## src/rtl/sel_mux_pkg.sv

```systemverilog
// rtl/sel_mux_pkg.sv - shared occupancy encoding and width helper for sel_mux_pipe
package sel_mux_pkg;

    // Occupancy of the two-entry output buffer (main + skid)
    localparam logic [1:0] ST_EMPTY = 2'd0;
    localparam logic [1:0] ST_ONE   = 2'd1;
    localparam logic [1:0] ST_TWO   = 2'd2;

    // Ceiling log2, never less than 1 so a select port always has a bit
    function automatic int clog2(input int n);
        int r;
        r = 0;
        for (int i = 0; i < 32; i++) begin
            if ((1 << r) < n) begin
                r = r + 1;
            end
        end
        return (r < 1) ? 1 : r;
    endfunction

endpackage

```

## src/rtl/sel_mux_comb.sv

```systemverilog
// rtl/sel_mux_comb.sv - combinational channel select with out-of-range detection
// Ports:
//   in_data : NUM_IN*WIDTH flattened channels, channel k at [k*WIDTH +: WIDTH]
//   sel     : channel select
//   data    : selected channel (last channel when sel is out of range)
//   err     : sel >= NUM_IN
module sel_mux_comb
    import sel_mux_pkg::*;
#(
    parameter  int WIDTH  = 32,
    parameter  int NUM_IN = 4,
    localparam int SEL_W  = clog2(NUM_IN)
) (
    input  logic [NUM_IN*WIDTH-1:0] in_data,
    input  logic [SEL_W-1:0]        sel,
    output logic [WIDTH-1:0]        data,
    output logic                    err
);

    // A match loop instead of a magnitude compare keeps this free of
    // always-false comparisons when NUM_IN is a power of two.
    always_comb begin
        data = in_data[(NUM_IN-1)*WIDTH +: WIDTH];
        err  = 1'b1;
        for (int k = 0; k < NUM_IN; k++) begin
            if (sel == SEL_W'(k)) begin
                data = in_data[k*WIDTH +: WIDTH];
                err  = 1'b0;
            end
        end
    end

endmodule

```

## src/rtl/sel_mux_pipe.sv

```systemverilog
// rtl/sel_mux_pipe.sv - registered channel mux with two-entry skid buffer
// Ports:
//   clk, reset          : clock, asynchronous active-high reset
//   in_data/in_sel      : flattened channels and select, taken on in_valid && in_ready
//   in_valid/in_ready   : input handshake; in_ready is registered
//   out_data/out_sel    : selected data and the select that produced it
//   out_err             : select was out of range for this entry
//   out_valid/out_ready : output handshake
module sel_mux_pipe
    import sel_mux_pkg::*;
#(
    parameter  int WIDTH  = 32,
    parameter  int NUM_IN = 4,
    localparam int SEL_W  = clog2(NUM_IN)
) (
    input  logic                    clk,
    input  logic                    reset,
    input  logic [NUM_IN*WIDTH-1:0] in_data,
    input  logic [SEL_W-1:0]        in_sel,
    input  logic                    in_valid,
    output logic                    in_ready,
    output logic [WIDTH-1:0]        out_data,
    output logic [SEL_W-1:0]        out_sel,
    output logic                    out_err,
    output logic                    out_valid,
    input  logic                    out_ready
);

    logic [1:0]       state;
    logic [1:0]       state_nxt;
    logic             in_ready_r;

    logic [WIDTH-1:0] new_data;
    logic             new_err;

    logic [WIDTH-1:0] main_data;
    logic [SEL_W-1:0] main_sel;
    logic             main_err;
    logic [WIDTH-1:0] skid_data;
    logic [SEL_W-1:0] skid_sel;
    logic             skid_err;

    logic             push;
    logic             pop;

    sel_mux_comb #(
        .WIDTH  (WIDTH),
        .NUM_IN (NUM_IN)
    ) u_comb (
        .in_data (in_data),
        .sel     (in_sel),
        .data    (new_data),
        .err     (new_err)
    );

    assign push = in_valid && in_ready_r;
    assign pop  = out_valid && out_ready;

    always_comb begin
        state_nxt = state;
        case (state)
            ST_EMPTY: if (push)              state_nxt = ST_ONE;
            ST_ONE: begin
                if (push && !pop)            state_nxt = ST_TWO;
                else if (pop && !push)       state_nxt = ST_EMPTY;
            end
            ST_TWO:   if (pop)               state_nxt = ST_ONE;
            default:                         state_nxt = ST_EMPTY;
        endcase
    end

    always_ff @(posedge clk or posedge reset) begin
        if (reset) begin
            state      <= ST_EMPTY;
            in_ready_r <= 1'b0;
            main_data  <= '0;
            main_sel   <= '0;
            main_err   <= 1'b0;
            skid_data  <= '0;
            skid_sel   <= '0;
            skid_err   <= 1'b0;
        end else begin
            state      <= state_nxt;
            // Registered ready: look ahead at next occupancy so the
            // buffer can never be pushed while full.
            in_ready_r <= (state_nxt != ST_TWO);
            case (state)
                ST_EMPTY: begin
                    if (push) begin
                        main_data <= new_data;
                        main_sel  <= in_sel;
                        main_err  <= new_err;
                    end
                end
                ST_ONE: begin
                    if (push && pop) begin
                        main_data <= new_data;
                        main_sel  <= in_sel;
                        main_err  <= new_err;
                    end else if (push) begin
                        // Outputs are stalled; park the newer entry in skid
                        skid_data <= new_data;
                        skid_sel  <= in_sel;
                        skid_err  <= new_err;
                    end
                end
                ST_TWO: begin
                    if (pop) begin
                        main_data <= skid_data;
                        main_sel  <= skid_sel;
                        main_err  <= skid_err;
                    end
                end
                default: ;
            endcase
        end
    end

    assign in_ready  = in_ready_r;
    assign out_valid = (state == ST_ONE) || (state == ST_TWO);
    assign out_data  = main_data;
    assign out_sel   = main_sel;
    assign out_err   = main_err;

endmodule

```

## config.mk

```make
export PLATFORM = sky130hd
export DESIGN_NAME = sel_mux_pipe
export DESIGN_NICKNAME = d
export VERILOG_FILES = /design/src/rtl/sel_mux_pkg.sv /design/src/rtl/sel_mux_comb.sv /design/src/rtl/sel_mux_pipe.sv
export SDC_FILE = /design/constraint.sdc
export NUM_CORES = 1
export LEC_CHECK = 0
export ABC_AREA = 1
export BUFFER_PORTS_ARGS = -buffer_cell sky130_fd_sc_hd__buf_4
export CAP_MARGIN = 10
export CORE_MARGIN = 4
export CORE_UTILIZATION = 40
export CTS_CLUSTER_DIAMETER = 50
export DETAILED_ROUTE_END_ITERATION = 12
export PLACE_DENSITY = 0.65
export SKIP_LAST_GASP = 1
export SLEW_MARGIN = 15
export SYNTH_ARGS = -nofsm -noshare
export SYNTH_HDL_FRONTEND = slang
export SYNTH_HIERARCHICAL = 1
export SYNTH_SLANG_ARGS = --single-unit
```

## constraint.sdc

```tcl
create_clock -name clk -period 3.9 [get_ports clk]
set_clock_uncertainty 0.15 [all_clocks]
set_input_delay 0 -clock clk [delete_from_list [all_inputs] [get_ports clk]]
set_output_delay 0 -clock clk [all_outputs]
set_load 0.1 [all_outputs]
```

Word-level counts from Yosys, hierarchy flattened
Index checks and enable logic that the tools add are counted.

word-level totals
  register bits after elaboration = 73
  bits in latches = 0
  bits in writable memories = 0
  memory bits (read-only) = 0
  bits of input ports = 134
  output and inout port bits = 37
  logic and storage cells = 56
  memories kept = 0

operators by class
  add/subtract/negate cells = 0
  $mul = 0
  divide/modulo/power cells = 0
  order comparisons = 0
  eq/ne operators = 9
  shift-type cells = 0
  multiplexer cells = 25
  bitwise gates (word level) = 1
  reductions and logical operators = 13

operator list
  cell                  number
  $mux W32              7
  $pmux W32 S3          1
  $mux W2               7
  $pmux W2 S3           2
  $ne A2 B2 Y1 const B  4
  $mux W1               7
  $eq A2 B2 Y1 const B  3
  $logic_and A1 B1 Y1   5
  $eq A2 B1 Y1 const B  2
  $logic_not A2 Y1      2
  $reduce_and A4 Y1     1
  $pmux W1 S3           1
  $reduce_and A3 Y1     1
  $reduce_bool A3 Y1    1
  $logic_not A1 Y1      2
  $logic_or A1 B1 Y1    1
  $not A1 Y1            1

Depth between registers and ports, before layout
Gate-level depths: netlist (run 1).

  depth in word-level cells = 8
  mapped depth = 11
  depth with buffers taken out = 10

By module
Netlist (run 1), hierarchy kept.

modules (own cells, without submodules)
  module        instances  cells each  area an instance (µm²)  seq. area each (µm²)
  sel_mux_pipe  1          414         3359.5                  1826.8
  sel_mux_comb  1          194         969.7                   0.0

Worst setup path before layout (run 1)
No wires, ideal clock.

  kind = reg-to-reg
  from = register state[1]
  to = register main_data[10], in the netlist out_data[10]
  library setup time = 0.122 ns
  arrival time = 2.176 ns
  required time = 3.628 ns
  slack = 1.452 ns
  cell stages (with the launch flop) = 9
  buffers on the path = 1
  clock period less this slack = 2.448 ns
  cell sequence = dfrtp_1 inv_1 ha_1 nand2_2 o21ai_4 nand2_4 buf_4 nand2_1 nand2_1

on the way
  longest elaborated chain between the ends = 6
  elaborated cells between the ends (all ways) = 12
  those cells by class = 5 x eq/ne; 1 x mux; 6 x reduce/logical

ends and longest elaborated chain
  item                                          RTL line             RTL
  start: declaration                            sel_mux_pipe.sv:29   logic [1:0] state;
  start signal: assignment                      sel_mux_pipe.sv:83   state <= state_nxt;
  $eq A2 B1 Y1 or $eq A2 B2 Y1 (tied branches)  sel_mux_pipe.sv:120  assign out_valid = (state == ST_ONE) || (state == ST_TWO);
  $logic_or A1 B1 Y1 *                          sel_mux_pipe.sv:120
  named net out_valid                           sel_mux_pipe.sv:25   output logic out_valid,
  $logic_and A1 B1 Y1 *                         sel_mux_pipe.sv:57   assign pop = out_valid && out_ready;
  $logic_and A1 B1 Y1                           sel_mux_pipe.sv:96   if (push && pop) begin
  $ne A2 B2 Y1 (no source line)                 --
  $reduce_and A4 Y1 (no source line) *          --
  end signal: assignment                        sel_mux_pipe.sv:90   main_data <= new_data;
  end signal: assignment                        sel_mux_pipe.sv:97   main_data <= new_data;
  end signal: assignment                        sel_mux_pipe.sv:109  main_data <= skid_data;
  end: declaration                              sel_mux_pipe.sv:36   logic [WIDTH-1:0] main_data;

The timed path passes the listed nets; every way through them passes the cells marked *.
A chain may end at the register's enable or synchronous reset.

Final worst setup path (run 1)
  from = register state[0]
  to = register main_data[14], in the netlist out_data[14]

on the way
  longest elaborated chain between the ends = 6
  elaborated cells between the ends (all ways) = 12
  those cells by class = 5 x eq/ne; 1 x mux; 6 x reduce/logical

ends and longest elaborated chain
  item                                          RTL line
  $eq A2 B1 Y1 or $eq A2 B2 Y1 (tied branches)  sel_mux_pipe.sv:87, sel_mux_pipe.sv:120
  $logic_or A1 B1 Y1                            sel_mux_pipe.sv:120
  $logic_and A1 B1 Y1                           sel_mux_pipe.sv:57
  $logic_and A1 B1 Y1                           sel_mux_pipe.sv:96
  $ne A2 B2 Y1 (no source line)                 --
  $reduce_and A4 Y1 (no source line)            --

Parallel ways exist; a longest one is shown, timed or not.

==> results of run 1 <==
## kinds of logic after synthesis
kind of cell | after synthesis
flops | 73
compound gates | 75
fa+ha+maj | 4
simple gates | 371
other cells | 1
buf+inv | 84
## sequential cells by signal, summed over array words and instances (netlist names)
register	count
state	2
out_sel	2
out_data	32
out_err	1
skid_data	32
skid_sel	2
in_ready	1
skid_err	1
## worst max-delay path, delay by kind of cell, from the launching register on
| family | cells | cell delay [ns] |
|---|---|---|
| and+or+nand+nor | 3 | 0.73 |
| adders and majority gates | 1 | 0.24 |
| DFF | 1 | 0.41 |
| AOI/OAI and AO/OA | 2 | 0.84 |
| buffers and inverters | 1 | 0.10 |
## routing by layer
metal | share of wire, % | up-vias | GRT usage (%)
li1 | - | 2356 | -
met1 | 41 | 2162 | 25.9
met2 | 52 | 146 | 40.4
met3 | 5.0 | 20 | 4.74
met4 | 2.0 | 0 | 7.13
met5 | 0 | - | 0
## where the power goes
part	leakage (nW)	switching [mW]	internal, mW
Clock	0.0912	0.290	0.294
Sequential	0.919	0.191	1.11
Combinational	2.28	2.31	0.755
Total	3.29	2.79	2.16
## synthesized netlist by cell type (all sizes together)
master and instances:
a21oi 2, buf 23, conb 1, o211ai 1
nand2 290, nand4 26, clkbuf 14, ha 4
dfrtp 73, inv 47, nand3 50, o21ai 72
nor2 5
## through the flow
stage	instances	setup WS, ns
6_report	960	1.32
5_1_grt	960	1.10
4_1_cts	960	1.31
3_5_place_dp	881	1.32
3_3_place_gp	881	1.45
2_1_floorplan	608	1.45
## final timing paths
path / end / slack, ns
max: out_data[14]$_DFFE_PP0P_ / 1.32
min: skid_data[30]$_DFFE_PP0P_ / 0.02
max reg2reg: out_data[14]$_DFFE_PP0P_ / 1.32
min reg2reg: out_data[23]$_DFFE_PP0P_ / 0.33
max in group asynchronous: skid_data[15]$_DFFE_PP0P_ / 2.57
min in group asynchronous: out_data[31]$_DFFE_PP0P_ / 0.11
## cell type report
| type | count | area, µm² | area share [%] |
|---|---|---|---|
| clock inverters | 7 | 71.3 | 1.12 |
| repair buffers | 237 | 1940 | 30.4 |
| clock buffers | 9 | 124 | 1.94 |
| multi-input cells | 451 | 2060 | 32.3 |
| inverters | 47 | 190 | 2.98 |
| flip-flops and latches | 73 | 1830 | 28.6 |
| well taps | 136 | 170 | 2.67 |
## placed cells by master, fill, tap and decap left out, types with 2 or more instances in the layout
master / synthesis / layout
buf_4: 4 / 174
clkbuf_8: 0 / 9
clkinv_2: 0 / 3
clkinvlp_4: 0 / 3
dfrtp_1: 73 / 73
dlygate4sd3_1: 0 / 63
ha_1: 4 / 3
inv_1: 43 / 42
inv_4: 2 / 2
nand2_1: 283 / 283
nand2_2: 6 / 6
nand3_1: 49 / 49
nand4_1: 26 / 26
nor2_1: 2 / 2
nor2_8: 3 / 3
o21ai_0: 70 / 70
==> metrics.txt, run 1 <==
hold_ws 0.0207 ns; final instance area 0.00638 mm²; final hold viol count 0; initial antenna violation count 0; class of the tightest hold or removal check input port to flip-flop; die width 112 µm; CTS sink cnt 73; Pwr Total 4.95 mW; most used cell, CP nand2_1; Avg Cell Area, Syn 7.12 µm²; hpwl dp 9.19 mm; vias in the first global route 4798; Slew @ Worst Pin 1.00 ns; slowest stage delay, CP 0.76 ns; CP max FO 36; TNS Setup 0 ns; # rows 37; # fillers 959; vias per cell 4.88; Root Driver clkbuf_8; IO Pins 171; WL final 13.8 mm; hold buffers post-CTS 63; n_diodes 0; Post-DP Area 0.00555 mm²; largest net degree at the start of global routing 73; Final Max Slew Viols 0; Seq/Total Area, Yosys 42.2%; post-synthesis instance total 608; RSZ-0062 raised after global routing no; PostCTS Resize Cnt 0; Synth Warn # 6; adder-cell share of the synthesized area 1.16%; H-tree lvl count 3; final-stage net count 957; worst hold path depth 7; Syn Nets 746; first-pass detailed-route iteration total 4; Synth top area share 42.2%; Die Y 112 µm; compound-cell area share of the yosys netlist 9.34%; # Max-Cap Violations 0; total CTS buffers 9; reg2reg path depth 7; Arr. time, crit path 2.67 ns; crit end category flip-flop; Max Root-Sink Buffers 2; # DRC 0; area leader, netlist dfrtp_1; synth-to-layout area growth 47.3%; Critical Path, Cell by Cell ha_1 > inv_1 > o21ai_2 > a21oi_4 > nand2_4 > nand2_1 > nand2_1; Slew headroom 33.1%; vias post-DR 4684; Synth area leaders dfrtp_1 42%, nand2_1 25%, o21ai_0 8.1%, nand3_1 5.7%, nand4_1 3.8%; post-layout min period 2.58 ns; WP data required 3.99 ns; Crit-path slowest cell a21oi_4; synthesis-stage register bit count 73; Tcrit/Tclk final 66.2%; final setup violating endpoints 0; drt wl/cell 14.4 µm; worst r2r src state[0]$_DFF_PP0_; CTS tree built; ANT nets after route 0; P_leak 3.29 nW; Final GP Congestion 0.793; Hold Crit Start in_data[30]; multiplexer share of the synthesized area 0%; largest family of logic cells by synthesized area simple AND/OR/NAND/NOR gates; Die Area 0.0126 mm²; share of layout cells above drive strength 1 25.5%; GR Util All Layers 22.2%; IO Port Bufs 170; drt first-iter violations 222; area fraction in and, or, nand and nor cells after synthesis 36.9%; Crit Path Class flip-flop to flip-flop; total global routing overflow 0; final core utilization 61.2%; cell area power density 776 mW/mm²; synthesized cell area 0.00433 mm²; Placeable Area 0.0104 mm²; Yosys cell types 27; post-CTS setup buffer count 0; Peak VDD IR 0.000520 V; insertion delay to the later sink of the worst-skew pair 0.34 ns; status finished clean; startpoint class of the critical path flip-flop; first-pass GRT wire length 22.8 mm; Clock transition at path regs 0.08 ns; f_max 387 MHz; Starting Density 41.6%; CP Launch Point state[0]$_DFF_PP0_; Synth Area in XOR/XNOR 0%
(Power assumes the default switching activity.)
==> inputs of run 2 (changes only) <==
--- a/config.mk
+++ b/config.mk
@@ -12,7 +12,7 @@
 export CORE_UTILIZATION = 40
 export CTS_CLUSTER_DIAMETER = 50
 export DETAILED_ROUTE_END_ITERATION = 12
-export PLACE_DENSITY = 0.65
+export PLACE_DENSITY = 0.67
 export SKIP_LAST_GASP = 1
 export SLEW_MARGIN = 15
 export SYNTH_ARGS = -nofsm -noshare
==> constraint.sdc (replaced) <==
create_clock -name clk -period 2.2 [get_ports clk]
set_clock_uncertainty 0.15 [all_clocks]
set_input_delay 0 -clock clk [delete_from_list [all_inputs] [get_ports clk]]
set_output_delay 0 -clock clk [all_outputs]
set_load 0.1 [all_outputs]
==> run 2 against run 1 <==
  * Sequential power increased by 78%
  * Power grew 81%
  * Largest cell class unchanged
  * Largest power group unchanged
  * Global-route usage grew 0.31 points
  * Core utilization up 1.2 points
  * Die area unchanged
  * Register-to-register slack worse by 1.1 ns
  * Critical endpoint is now out_data[26]$_DFFE_PP0P_
  * Critical path depth rose by 4
==> metrics.txt, run 2 (synthesis results as in run 1) <==
commonest non-fill, non-tap cell in the layout nand2_1; most frequent cells in the layout 283 x nand2_1, 180 x buf_4, 73 x dfrtp_1; P_leak 3.36 nW (+2.1%); first-pass detailed-route iteration total 4 (unchanged); Tcrit/Tclk final 88.8%; # fillers 945 (-1.5%); most used cell, CP nand2_1; TNS Setup 0 ns (unchanged); share of layout cells above drive strength 1 26.0% (+0.50 points); Die Area 0.0126 mm² (unchanged); Starting Density 41.6% (unchanged); Critical Path, Cell by Cell buf_4 > inv_8 > nor2_8 > inv_1 > nand2_1 > nand2_1 > dlygate4sd3_1 > inv_1 > o21ai_0 > nand3_1 > nand2_1; reg2reg path depth 8 (+1); GR Util All Layers 22.5% (+0.31 points); final core utilization 62.4% (+1.2 points); Crit path max-delay family buffers and inverters; PostCTS Resize Cnt 0 (unchanged); Die Y 112 µm (unchanged); f_max 512 MHz; Max Root-Sink Buffers 2 (unchanged); startpoint class of the critical path input port; Arr. time, crit path 2.05 ns (-0.62 ns); # rows 37 (unchanged); CP max FO 26 (-28%); R2R Path End out_data[24]$_DFFE_PP0P_; post-layout min period 1.95 ns; slowest stage delay, CP 0.54 ns (-0.22 ns); worst r2r src state[0]$_DFF_PP0_; total global routing overflow 0 (unchanged); vias post-DR 4772 (+1.9%); die width 112 µm (unchanged); initial antenna violation count 0 (unchanged); H-tree lvl count 3 (unchanged); vias in the first global route 4807 (+0.19%); Final Max Slew Viols 0 (unchanged); IO Pins 171 (unchanged); CTS tree built; crit end category flip-flop; post-CTS setup buffer count 0 (unchanged); vias per cell 4.91 (+0.72%); RSZ-0062 raised after global routing no; hpwl dp 9.59 mm (+4.4%); CTS sink cnt 73 (unchanged); total CTS buffers 9 (unchanged); Slew @ Worst Pin 0.582 ns (-0.420 ns); # Max-Cap Violations 0 (unchanged); Worst Path Buf+Inv 5 (+4); synth-to-layout area growth 50.1%; cell area power density 1380 mW/mm² (+78%); Slew headroom 61.2% (+28 points); flop2flop setup slack 0.25 ns (-1.07 ns); Crit Path Class input port to flip-flop; Hold Crit Start in_data[12]; drt wl/cell 14.7 µm (+2.5%); final setup violating endpoints 0 (unchanged); ANT nets after route 0 (unchanged); Top Metal Used met4; Metal-1 WL 5.63 mm (+0.82%); largest net degree at the start of global routing 73 (unchanged); drt first-iter violations 311 (+40%); status finished clean; WP data required 2.29 ns (-1.70 ns); n_diodes 0 (unchanged); WL final 14.3 mm (+3.7%); Peak VDD IR 0.000964 V (+85%); Clock transition at path regs 0.08 ns (about the same); IO Port Bufs 170 (unchanged); Root Driver clkbuf_8; final hold viol count 0 (unchanged); metal2 WL 7.59 mm (+5.0%); # DRC 0 (unchanged); WHS Endpoint skid_data[12]$_DFFE_PP0P_; worst hold path depth 7 (unchanged); final-stage net count 968 (+1.1%); insertion delay to the later sink of the worst-skew pair 0.35 ns (about the same); Placeable Area 0.0104 mm² (unchanged); Crit-path slowest cell dlygate4sd3_1; Routed met3 length 715 µm (+3.3%); first-pass GRT wire length 23.0 mm (+0.88%); class of the tightest hold or removal check input port to flip-flop; Final GP Congestion 0.825 (+4.1%)
[run 2: cell count changes in the layout (fill, tap and decap cells not counted), moves of 2 or more]
cell,change
clkinvlp_4,-3
buf_12,+2
dlygate4sd3_1,+3
buf_4,+6
clkbuf_1,+2
[run 2: worst min-delay path: stages]
cell and delay [ns]:
buf_4 0.08, nand2_1 0.04, nand3_1 0.05, nand2_1 0.05, nand2_1 0.05, inv_1 0.04
o21ai_0 0.15
[run 2: final cells by class]
type | instances | area (µm²) | share of cell area (%)
multi-input combinational | 451 | 2060 | 31.7
inverter | 47 | 190 | 2.93
tap | 136 | 170 | 2.62
clock inverter | 4 | 52.6 | 0.809
sequential | 73 | 1830 | 28.1
timing repair buffer | 248 | 2050 | 31.6
clock buffer | 12 | 145 | 2.23
[run 2: worst max path at each step]
stage                                  start                       end  cells past startpoint
after global routing      state[0]$_DFF_PP0_  out_data[14]$_DFFE_PP0P_                      8
after CTS                 state[0]$_DFF_PP0_   out_data[7]$_DFFE_PP0P_                      8
after global placement    state[0]$_DFF_PP0_   out_data[7]$_DFFE_PP0P_                      8
final                              in_sel[1]  out_data[26]$_DFFE_PP0P_                     11
after floorplan           state[1]$_DFF_PP0_  out_data[10]$_DFFE_PP0P_                      8
after detailed placement  state[0]$_DFF_PP0_   out_data[7]$_DFFE_PP0P_                      8
[run 2: repair_timing]
action | 4_1_cts | 5_1_grt
hold buffers | 66 | 0
endpoints found under the hold margin | 69 | 0
endpoints found under the setup margin | 0 | 0
[run 2: metrics by stage]
| stage | total power [mW] | cell area, µm² | hold WS (ns) | std cells | setup slack [ns] |
|---|---|---|---|---|---|
| after global routing | 9.55 | 6500 | 0.0615 | 971 | 0.0515 |
| final | 8.98 | 6500 | 0.00360 | 971 | 0.247 |
| after global placement | 7.70 | 5640 | -0.0762 | 889 | 0.368 |
| after detailed placement | 7.82 | 5640 | -0.0663 | 889 | 0.236 |
| after CTS | 9.03 | 6500 | 0.000793 | 971 | 0.227 |
| after floorplan | 6.52 | 4330 | 0.0109 | 608 | 0.0144 |
[run 2: routing by layer]
metal / vias up / global-route usage (%)
li1: 2377 / -
met1: 2231 / 26.6
met2: 139 / 40.6
met3: 25 / 3.45
met4: 0 / 9.13
met5: - / 0
[run 2: where the power goes]
part / leakage (nW) / internal [mW] / switching (mW)
clock: 0.101 / 0.558 / 0.510
combinational: 2.34 / 1.46 / 4.14
sequential: 0.919 / 1.97 / 0.351
total: 3.36 / 3.98 / 5.00
==> inputs of run 3 (changes only) <==
--- a/config.mk
+++ b/config.mk
@@ -13,6 +13,7 @@
 export CTS_CLUSTER_DIAMETER = 50
 export DETAILED_ROUTE_END_ITERATION = 12
 export PLACE_DENSITY = 0.67
+export SETUP_SLACK_MARGIN = 0.4
 export SKIP_LAST_GASP = 1
 export SLEW_MARGIN = 15
 export SYNTH_ARGS = -nofsm -noshare
==> run 3 against run 2 <==
  * First-iteration DRC count is 8.0% higher
  * Hold slack better by 0.018 ns
  * Flip-flop and latch count did not move
  * Non-clock buffer count is 8 higher
  * Critical path type is now flip-flop to flip-flop
==> metrics.txt, run 3 (synthesis results as in run 1) <==
final hold viol count 0 (unchanged); # rows 37 (unchanged); commonest non-fill, non-tap cell in the layout nand2_1; Starting Density 41.6% (unchanged); Final GP Congestion 0.866 (+4.9%); vias per cell 4.99 (+1.5%); n_diodes 0 (unchanged); GR Util All Layers 22.2% (-0.25 points); TNS Setup 0 ns (unchanged); vias in the first global route 4857 (+1.0%); Max Root-Sink Buffers 2 (unchanged); combinational power share 63.9% (+1.6 points); vias post-DR 4902 (+2.7%); final core utilization 65.0% (+2.7 points); insertion delay to the later sink of the worst-skew pair 0.34 ns (about the same); CTS sink cnt 73 (unchanged); Root Driver clkbuf_8; Switching Fraction 55.1% (-0.52 points); f_max 567 MHz (+11%); total CTS buffers 9 (unchanged); startpoint class of the critical path flip-flop; first-pass detailed-route iteration total 5 (+1); die width 112 µm (unchanged); Final Max Slew Viols 0 (unchanged); DP Cell Count 887 (-0.22%); hpwl dp 9.37 mm (-2.3%); CTS tree built; # DRC 0 (unchanged); Clock transition at path regs 0.08 ns (about the same); Peak VDD IR 0.000886 V (-8.2%); part of the power in registers 24.8% (-1.0 points); most frequent cells in the layout 283 x nand2_1, 179 x buf_4, 71 x dfrtp_1; Pwr Total 9.42 mW (+5.0%); Die Area 0.0126 mm² (unchanged); Tcrit/Tclk final 80.1% (-8.6 points); cell area power density 1390 mW/mm² (+0.64%); Int Power 4.23 mW (+6.2%); final setup violating endpoints 0 (unchanged); drt wl/cell 15.3 µm (+4.2%); first-pass GRT wire length 23.1 mm (+0.33%); final-stage net count 980 (+1.2%); WP data required 2.29 ns (about the same); flop2flop setup slack 0.44 ns (+0.19 ns); # Max-Cap Violations 0 (unchanged); Sw Pwr 5.20 mW (+4.0%); post-layout min period 1.76 ns (-0.190 ns); crit end category flip-flop; ANT nets after route 0 (unchanged); hold_ws 0.0216 ns (+0.0180 ns); drt first-iter violations 336 (+8.0%); fin cells 983 (+1.2%); RSZ-0062 raised after global routing yes; Die Y 112 µm (unchanged); H-tree lvl count 3 (unchanged); P_leak 3.46 nW (+2.8%); Arr. time, crit path 1.85 ns (-0.20 ns); largest net degree at the start of global routing 74 (+1.4%); Clk pwr share 11.3% (-0.6 points); class of the tightest hold or removal check input port to flip-flop; share of layout cells above drive strength 1 28.1% (+2.1 points); initial antenna violation count 0 (unchanged); status finished clean; IO Port Bufs 170 (unchanged); IO Pins 171 (unchanged); CP max FO 12 (-54%); Crit Path Class flip-flop to flip-flop; WL final 15.1 mm (+5.5%); total global routing overflow 0 (unchanged); Placeable Area 0.0104 mm² (unchanged); synth-to-layout area growth 56.5%
[run 3: changes by cell type in the layout (fill, tap and decap cells not counted), moves of 2 or more]
cell           delta
buf_12            +9
clkinvlp_4        +3
dlygate4sd3_1     -3
nor2_4            +3
buf_8             +2
clkinv_4          -2
dfrtp_1           -2
dfrtp_2           +2
ha_4              +2
inv_1             -2
inv_2             +2
[run 3: power by group through the flow]
stage,combinational [mW],sequential (mW),clock (mW)
after global placement,5.42,2.31,0
after CTS,5.71,2.33,1.08
after global routing,6.44,2.41,1.15
after detailed placement,5.52,2.35,0
final,6.02,2.33,1.07
after floorplan,2.16,4.43,0
[run 3: worst paths after layout]
check                                         startpoint                         to  depth (start not counted)
worst max-delay path                  state[0]$_DFF_PP0_    out_data[6]$_DFFE_PP0P_                          9
worst min-delay path                         in_data[26]  skid_data[26]$_DFFE_PP0P_                          7
worst max register to register        state[0]$_DFF_PP0_    out_data[6]$_DFFE_PP0P_                          9
worst min register to register  out_data[11]$_DFFE_PP0P_   out_data[11]$_DFFE_PP0P_                          2
max in group asynchronous                          reset         state[1]$_DFF_PP0_                          4
min in group asynchronous                          reset     out_sel[1]$_DFFE_PP0P_                          4
[run 3: worst max-delay path: stages (launching register included)]
cell     delay (ns)
dfrtp_1        0.41
inv_2          0.12
ha_4           0.19
inv_2          0.06
o21ai_2        0.18
a21oi_4        0.05
buf_12         0.14
buf_4          0.18
nand3_1        0.10
nand2_1        0.06
[run 3: metrics by stage]
stage                     instance area [µm²]  setup slack [ns]
after global routing                     6780             0.375
after detailed placement                 5650             0.327
after CTS                                6500             0.424
final                                    6780             0.437
after global placement                   5650             0.407
after floorplan                          4360             0.296
[run 3: layout make-up]
cell class	count	area, µm²
Multi-Input combinational cell	455	2150
Inverter	47	195
Clock buffer	11	141
Tap cell	136	170
Timing Repair Buffer	256	2240
Sequential cell	73	1830
Clock inverter	5	55.1
Fill cell	936	3640
[run 3: timing repair]
item	4_1_cts	5_1_grt
setup buffers	0	13
hold buffers	63	0
cloned	0	4
hold endpoints to repair	110	0
gates resized for setup	4	7
pin swaps	0	6
setup endpoints to repair	64	54
[run 3: per-layer routing]
metal	wire length (µm)	GRT usage, %
met1	6210	27.6
met5	0	0
met2	7700	39.4
met3	822	2.96
met4	348	8.41
